## src/rtl/tri_state_bus_arbiter.sv

```systemverilog
// Round-robin arbiter for a shared tri-state bus: one-hot drive enables, a forced idle
// turnaround gap between owners, and a hold limit so no requester can starve the others.
module tri_state_bus_arbiter #(
    parameter int N_REQ      = 4,
    parameter int MAX_HOLD   = 8,
    parameter int TURNAROUND = 1
) (
    input  logic                     clk,
    input  logic                     reset,
    input  logic [N_REQ-1:0]         req,
    output logic [N_REQ-1:0]         grant,
    output logic [N_REQ-1:0]         enable,
    output logic [$clog2(N_REQ)-1:0] owner,
    output logic                     bus_busy
);

    localparam int OW = $clog2(N_REQ);
    localparam int HW = $clog2(MAX_HOLD + 1);
    localparam int GW = $clog2(TURNAROUND + 1);

    localparam logic [HW-1:0] HOLD_LAST = HW'(MAX_HOLD);
    localparam logic [GW-1:0] GAP_LAST  = GW'(TURNAROUND);
    localparam logic [OW-1:0] OWNER_RST = OW'(N_REQ - 1);

    typedef enum logic [1:0] {
        IDLE  = 2'd0,
        OWNED = 2'd1,
        GAP   = 2'd2
    } state_t;

    state_t           state, state_d;
    logic [N_REQ-1:0] grant_d;
    logic [OW-1:0]    owner_d;
    logic [HW-1:0]    hold_cnt, hold_cnt_d;
    logic [GW-1:0]    gap_cnt, gap_cnt_d;
    logic             bus_busy_d;
    logic             win_found;
    logic [OW-1:0]    win_idx;

    // Scan owner+1, owner+2, ... so the previous owner is considered last.
    function automatic logic [OW:0] rr_pick(input logic [N_REQ-1:0] r,
                                            input logic [OW-1:0]    last);
        logic          found;
        logic [OW-1:0] idx;
        logic [OW-1:0] win;
        found = 1'b0;
        win   = '0;
        for (int k = 1; k <= N_REQ; k++) begin
            idx = OW'((int'(last) + k) % N_REQ);
            if (!found && r[idx]) begin
                found = 1'b1;
                win   = idx;
            end
        end
        return {found, win};
    endfunction

    // NOTE: every variable written here gets its default first, so no path can infer a latch.
    always_comb begin
        state_d    = state;
        grant_d    = grant;
        owner_d    = owner;
        hold_cnt_d = hold_cnt;
        gap_cnt_d  = gap_cnt;
        bus_busy_d = bus_busy;
        {win_found, win_idx} = rr_pick(req, owner);

        case (state)
            IDLE: begin
                if (win_found) begin
                    state_d    = OWNED;
                    grant_d    = N_REQ'(1) << win_idx;
                    owner_d    = win_idx;
                    hold_cnt_d = HW'(1);
                    bus_busy_d = 1'b1;
                end
            end

            OWNED: begin
                // hold_cnt only advances below the limit, so it saturates rather than wraps.
                if (req[owner] && (hold_cnt < HOLD_LAST)) begin
                    hold_cnt_d = hold_cnt + 1'b1;
                end else begin
                    state_d    = GAP;
                    grant_d    = '0;
                    hold_cnt_d = '0;
                    gap_cnt_d  = GW'(1);
                end
            end

            GAP: begin
                // Only the final turnaround cycle's requests take part in arbitration.
                if (gap_cnt == GAP_LAST) begin
                    gap_cnt_d = '0;
                    if (win_found) begin
                        state_d    = OWNED;
                        grant_d    = N_REQ'(1) << win_idx;
                        owner_d    = win_idx;
                        hold_cnt_d = HW'(1);
                    end else begin
                        state_d    = IDLE;
                        bus_busy_d = 1'b0;
                    end
                end else begin
                    gap_cnt_d = gap_cnt + 1'b1;
                end
            end

            default: begin
                state_d    = IDLE;
                grant_d    = '0;
                hold_cnt_d = '0;
                gap_cnt_d  = '0;
                bus_busy_d = 1'b0;
            end
        endcase
    end

    // NOTE: state registers use non-blocking assignments so every flop samples pre-edge values.
    always_ff @(posedge clk) begin
        if (reset) begin
            state    <= IDLE;
            grant    <= '0;
            owner    <= OWNER_RST;
            hold_cnt <= '0;
            gap_cnt  <= '0;
            bus_busy <= 1'b0;
        end else begin
            state    <= state_d;
            grant    <= grant_d;
            owner    <= owner_d;
            hold_cnt <= hold_cnt_d;
            gap_cnt  <= gap_cnt_d;
            bus_busy <= bus_busy_d;
        end
    end

    assign enable = grant;

endmodule

```

## config.mk

```make
export PLATFORM = sky130hd
export DESIGN_NAME = tri_state_bus_arbiter
export DESIGN_NICKNAME = d
export VERILOG_FILES = /design/src/rtl/tri_state_bus_arbiter.sv
export SDC_FILE = /design/constraint.sdc
export NUM_CORES = 1
export LEC_CHECK = 0
export ABC_AREA = 1
export CAP_MARGIN = 40
export CORE_MARGIN = 2
export CORE_UTILIZATION = 45
export CTS_CLUSTER_DIAMETER = 50
export DETAILED_ROUTE_END_ITERATION = 8
export GPL_TIMING_DRIVEN = 0
export HOLD_SLACK_MARGIN = 0.05
export PLACE_DENSITY_LB_ADDON = 0.1
export SYNTH_ARGS = -nofsm -noshare
export SYNTH_HDL_FRONTEND = slang
export SYNTH_SLANG_ARGS = --single-unit
```

## constraint.sdc

```tcl
create_clock -name clk -period 1.3 [get_ports clk]
set_input_delay 0.39 -clock clk [delete_from_list [all_inputs] [get_ports clk]]
set_output_delay 0.39 -clock clk [all_outputs]
set_load 0.05 [all_outputs]
```

==> results of run 1 <==
## repair_timing
| action | in CTS | in global routing |
|---|---|---|
| pin swaps | 14 | 14 |
| gates resized for setup | 84 | 23 |
| cloned | 0 | 0 |
| endpoints found under the setup margin | 25 | 20 |
| hold buffers | 0 | 0 |
| setup buffers | 6 | 2 |
## final cells by class
cell class,instances,area [um^2]
well taps,30,37.5
repair buffers,24,201
flip-flops and latches,14,297
clock buffers,4,36.3
plain buffers,6,48.8
fillers,226,862
inverters,27,109
multi-input cells,123,841
## per-stage QoR
stage,util,cell area (um^2),setup TNS [ns],hold WS (ns)
after CTS,0.605,1470,-2.92,0.470
after detailed placement,0.562,1370,-11.73,0.460
after global routing,0.646,1570,-4.41,0.482
final,0.646,1570,-3.22,0.471
after floorplan,-,1170,-2.32,0.452
after global placement,0.562,1370,-11.08,0.451
## synth_stat cells
master / count / share of area
nor2_2: 2 / 0.011
buf_6: 1 / 0.010
nor2_1: 16 / 0.053
dfxtp_1: 14 / 0.25
and3_1: 1 / 0.0056
nand3_2: 4 / 0.036
a21boi_0: 1 / 0.0067
inv_1: 20 / 0.067
nand2_2: 13 / 0.072
a31o_2: 1 / 0.0078
o211ai_1: 1 / 0.0067
nand3_1: 11 / 0.049
o21ai_0: 2 / 0.0089
o21ai_1: 4 / 0.018
nor2_8: 1 / 0.018
buf_4: 4 / 0.027
inv_2: 6 / 0.020
clkinv_1: 1 / 0.0033
nand2_4: 5 / 0.050
ha_1: 5 / 0.055
xor2_1: 1 / 0.0078
a21oi_1: 11 / 0.049
nand2_1: 37 / 0.12
nand4_2: 1 / 0.011
clkbuf_1: 1 / 0.0033
nand4_1: 6 / 0.033
## cell usage in the layout, fill, tap and decap left out, drive strengths merged
master	n
dlygate4sd2	4
o21ai	6
clkinv	1
nand3	15
dfxtp	14
and3	1
clkbuf	8
nor2	19
buf	21
o211ai	1
nand2	55
nand4	7
inv	26
xor2	1
a21oi	11
a31o	1
a21boi	1
clkdlybuf4s50	1
ha	5
## cell families (layout without fill, tap and decap cells)
| logic type | after synthesis | count (layout) |
|---|---|---|
| AO/OA/AOI/OAI | 20 | 20 |
| XOR/XNOR | 1 | 1 |
| buffers and inverters | 33 | 61 |
| flip-flops | 14 | 14 |
| AND/OR/NAND/NOR | 97 | 97 |
| adder cells (fa/ha/maj) | 5 | 5 |
## worst max path at each step
stage / end / slack (ns) / cells past startpoint
CTS: state[1] / -0.24 / 10
global route: enable[2] / -0.35 / 13
global placement: state[0] / -0.68 / 12
finish: enable[2] / -0.26 / 13
detailed placement: state[0] / -0.72 / 12
floorplan: state[0] / -0.21 / 12
## per-layer routing
| layer | share of wire | wire (um) | up-vias | global-route usage |
|---|---|---|---|---|
| met2 | 0.55 | 1470 | 18 | 0.352 |
| met4 | 0.012 | 31 | 0 | 0.0542 |
| met1 | 0.40 | 1080 | 533 | 0.221 |
| met5 | 0 | 0 | - | 0 |
| li1 | - | - | 599 | - |
| met3 | 0.032 | 84 | 6 | 0.0417 |
## power by group
| group | internal (uW) | switching (uW) |
|---|---|---|
| Clock | 171 | 162 |
| Sequential | 608 | 153 |
| Combinational | 1260 | 2100 |
## flip-flops by register name, indices dropped and copies added, names as in the netlist
name / cells
owner: 2
gap_cnt: 1
enable: 4
bus_busy: 1
state: 2
hold_cnt: 4
## worst register-to-register path, stage by stage (launching register included)
cell and delay [ns]:
dfxtp_4 0.38, buf_8 0.15, nand2_4 0.06, nand2_4 0.06, nand2_4 0.07, nand2_4 0.07
buf_4 0.13, nor2_1 0.09, nand2_1 0.08, nand2_2 0.08, nand3_1 0.09, nor2_2 0.12
nor2_1 0.05, nor2_1 0.07
==> impl_metrics.toml, run 1 <==
[logic_synthesis]
synthAdderAreaFrac = 0.0555
syn_inst = 170
yosysSeqAreaShare = 0.249
ys.warnings.count = 0
synth_nets = 181
syn_area_um2 = 1130
yosys.area_share.xor_xnor = 0.00777
synth-seq-cells = 14
yosys.cell_types.count = 26
synth_area_per_cell_um2 = 6.63
synth_top_family_by_area = "simple AND/OR/NAND/NOR gates"
synthSimpleGateAreaFrac = 0.462
synth-compound-area-share = 0.0966
synth.area.mux_share = 0

[route]
drc = 0
vias = 1156
wl_per_cell_um = 11.7
firstDrtPassIters = 4
vias_per_cell = 5.07
ant_nets = 0
totalWireLength_um = 2660
drt_first_iter_violations = 20

[critical_path]
crit_family = "simple AND/OR/NAND/NOR gates"
r2r-start = "owner[0]"
crit_buf_inv = 2
timing.rr.end = "enable[2]"
reg2reg_slack_ns = -0.26
startpoint = "owner[0]"
crit_fanout = 7
endpoint_kind = "flop"
crit_type = "flop to flop"
critPathLaunchType = "flop"
path_cells = "buf_8 -> nand2_4 -> nand2_4 -> nand2_4 -> nand2_4 -> buf_4 -> nor2_1 -> nand2_1 -> nand2_2 -> nand3_1 -> nor2_2 -> nor2_1 -> nor2_1"
worstPathRequired_ns = 1.53
crit_arrival_ns = 1.79
crit_top_cell = "nand2_4"
crit_slowest_cell = "dfxtp_4"
max_stage_delay_ns = 0.38
rr_worst_depth = 13

[min_path]
min_to = "bus_busy"
min-delay-start = "bus_busy"
worstHoldPathCells = 2
hold_class = "flop to flop"

[placement]
post-place-ws_ns = -0.722
place_congestion = 0.825
portBuffers = 16
dpl.cell_count = 216
dpl.hpwl_um = 1830

[die]
die_x_um = 54.1
ios = 17
coreArea_um2 = 2430
die_y_um = 54.1
initial_core_util = 0.463
num_rows = 18
die_area_um2 = 2920

[cells_and_area]
diodes = 0
final_cells = 228
syn_to_final_growth_pct = 39.3
drive_gt1_frac = 0.444
nNetsFinal = 210

[grt]
grt_max_degree = 11
antenna_found_initial = 0
grt_util_all_layers = 0.191
grt_pass1_vias = 970
grt_pass1_wl_um = 4040
grt_overflow_total = 0

[timing]
fin_ws_ns = -0.255
maxSlewHeadroom = 0.672
rsz0062_at_grt = "true"
slew_violations = 0
max_freq_mhz = 643
setup_viol = 16
finClkSkew_ns = 0.00504
finalHoldViolCount = 0
worst_slew_pin_slew_ns = 0.492
fin_crit_ns = 1.56
fin_crit_sh = 1.20

[clock_tree]
cts-root-buf = "clkbuf_4"
clock_sinks = 14
cts_buffers = 3
clk_latency_ns = 0.29
cts.clk_slew.worst_paths_ns = 0.09
cts-htree-levels = 1
cts_tree = "built"
clk_path_buf_depth = 2

[power_and_ir_drop]
p_leak_uw = 0.000798
powerDensity_nw_per_um2 = 2840
peakVddDrop_v = 0.00149
total_power_uw = 4460

[run]
maxCapViolCount = 0

[run_status]
violations = "setup timing"
outcome = "finished, violations left"
Power figures use the tool's default switching activity.
==> run 2, diff against run 1 <==
--- a/config.mk
+++ b/config.mk
@@ -6,7 +6,6 @@
 export NUM_CORES = 1
 export LEC_CHECK = 0
 export ABC_AREA = 1
-export CAP_MARGIN = 40
 export CORE_MARGIN = 2
 export CORE_UTILIZATION = 45
 export CTS_CLUSTER_DIAMETER = 50
==> results of run 2 <==
No change in the layout: final DEF, timing and power equal those of run 1.
==> run 3, diff against run 2 <==
--- a/config.mk
+++ b/config.mk
@@ -6,6 +6,7 @@
 export NUM_CORES = 1
 export LEC_CHECK = 0
 export ABC_AREA = 1
+export CAP_MARGIN = 10
 export CORE_MARGIN = 2
 export CORE_UTILIZATION = 45
 export CTS_CLUSTER_DIAMETER = 50
==> constraint.sdc (replaced) <==
create_clock -name clk -period 1.4 [get_ports clk]
set_input_delay 0.42 -clock clk [delete_from_list [all_inputs] [get_ports clk]]
set_output_delay 0.42 -clock clk [all_outputs]
set_load 0.05 [all_outputs]
==> impl_metrics.toml, run 3 (same netlist as run 1, synthesis figures left out) <==
[power_and_ir_drop]
clkPwrFrac = 0.074
p_leak_uw = 0.000792
peakVddDrop_v = 0.00152
p_switching_uw = 2260
powerDensity_nw_per_um2 = 2620
p_comb_frac = 0.754
internal-power_uw = 1830
seqPwrFrac = 0.172
total_power_uw = 4100
swShare = 0.552

[route]
totalWireLength_um = 2590
wl_per_cell_um = 11.4
vias = 1132
ant_nets = 0
firstDrtPassIters = 4
drt_first_iter_violations = 13
vias_per_cell = 4.96
drc = 0

[timing]
slew_violations = 0
fin_crit_sh = 1.11
setup_viol = 14
worst_slew_pin_slew_ns = 0.527
fin_ws_ns = -0.160
finClkSkew_ns = 0.000550
rsz0062_at_grt = "true"
finalHoldViolCount = 0
maxSlewHeadroom = 0.649
fin_crit_ns = 1.56
max_freq_mhz = 641
whs_ns = 0.475

[critical_path]
r2r-start = "owner[0]"
crit_fanout = 7
crit_arrival_ns = 1.73
worstPathRequired_ns = 1.57
critPathLaunchType = "flop"
crit_slowest_cell = "dfxtp_4"
endpoint_kind = "flop"
path_cells = "buf_8 -> nand2_4 -> nand3_2 -> nand2_4 -> nor2_8 -> nand3_4 -> nand2_2 -> nand2_2 -> nand2_1 -> nor2_1 -> nor2_1 -> nor2_1"
startpoint = "owner[0]"
crit_top_cell = "nor2_1"
max_stage_delay_ns = 0.40
crit_type = "flop to flop"

[clock_tree]
cts_tree = "built"
clk_latency_ns = 0.29
cts_buffers = 3
cts.clk_slew.worst_paths_ns = 0.09
cts-root-buf = "clkbuf_4"
cts-htree-levels = 1
clock_sinks = 14
clk_path_buf_depth = 2

[die]
die_x_um = 54.1
die_area_um2 = 2920
initial_core_util = 0.463
die_y_um = 54.1
coreArea_um2 = 2430
num_rows = 18
ios = 17

[cells_and_area]
diodes = 0
drive_gt1_frac = 0.475
final_cells = 228
nFillCells = 218
register_area_um2 = 290
nNetsFinal = 210
syn_to_final_growth_pct = 38.7
mostFrequentLayoutCell = "nand2_1"
fin_util = 0.643
multi_input_area_um2 = 877
layout_common_cells = "nand2_1 (25), inv_1 (18), nand2_2 (17), buf_4 (15), nand2_4 (14)"

[placement]
dpl.cell_count = 216
place_congestion = 0.820
portBuffers = 16
dpl.hpwl_um = 1800

[grt]
grt_pass1_vias = 961
grt_util_all_layers = 0.183
antenna_found_initial = 0
grt_pass1_wl_um = 3880
grt_max_degree = 11
grt_overflow_total = 0

[run_status]
outcome = "finished, violations left"
violations = "setup timing"

[min_path]
min-delay-start = "bus_busy"
hold_class = "flop to flop"

[run]
maxCapViolCount = 0
[run 3: cell count changes in the layout (fill, tap and decap cells not counted), moves of 3 or more]
cell and change:
nand3_2 +4, buf_2 +4, o21ai_2 +3, dfxtp_1 +3, nand2_1 -3, o21ai_1 -3, buf_6 -5, nand2_2 +6
[run 3: metal layers]
layer / up-vias / GRT usage / part of all wire
met3: 4 / 0.0333 / 0.027
met1: 513 / 0.217 / 0.43
li1: 601 / - / -
met2: 14 / 0.327 / 0.53
met4: 0 / 0.0625 / 0.010
met5: - / 0 / 0
[run 3: repair_timing]
item,4_1_cts,5_1_grt
hold buffers,0,0
endpoints found under the setup margin,25,15
pin swaps,15,15
setup buffers,4,3
resized for setup,72,33
gates cloned,1,0
[run 3: worst max-delay path: cells and delay by family (launching register included)]
kind,cells,cell delay [ns]
AND/OR/NAND/NOR,11,0.88
buffers and inverters,1,0.15
flip-flops,1,0.40
[run 3: final cells by class]
cell class,count,share of cell area
buffer,6,0.0312
clock buffer,4,0.0232
inverter,27,0.0696
multi-input combinational,124,0.561
sequential,14,0.186
tap,30,0.0240
timing repair buffer,23,0.106
[run 3: path summary, 6_finish.rpt]
check | slack [ns] | depth (start not counted) | to
setup / recovery | -0.16 | 12 | state[0]
hold / removal | 0.48 | 2 | bus_busy
setup reg to reg | -0.16 | 12 | state[0]
hold reg to reg | 0.48 | 2 | bus_busy
[run 3: power groups by stage]
stage / combinational (uW) / clock (uW) / sequential [uW]
after floorplan: 1860 / 0 / 897
after global placement: 2550 / 0 / 678
after detailed placement: 2570 / 0 / 687
after CTS: 2730 / 302 / 683
after global routing: 3390 / 320 / 720
final: 3090 / 304 / 705
[run 3: stage by stage]
step / area (um^2) / worst slack [ns] / TNS, ns
2_1_floorplan: 1160 / -0.109 / -0.961
6_report: 1560 / -0.160 / -1.30
4_1_cts: 1420 / -0.169 / -1.69
3_3_place_gp: 1360 / -0.616 / -9.47
3_5_place_dp: 1360 / -0.642 / -9.94
5_1_grt: 1560 / -0.258 / -2.76
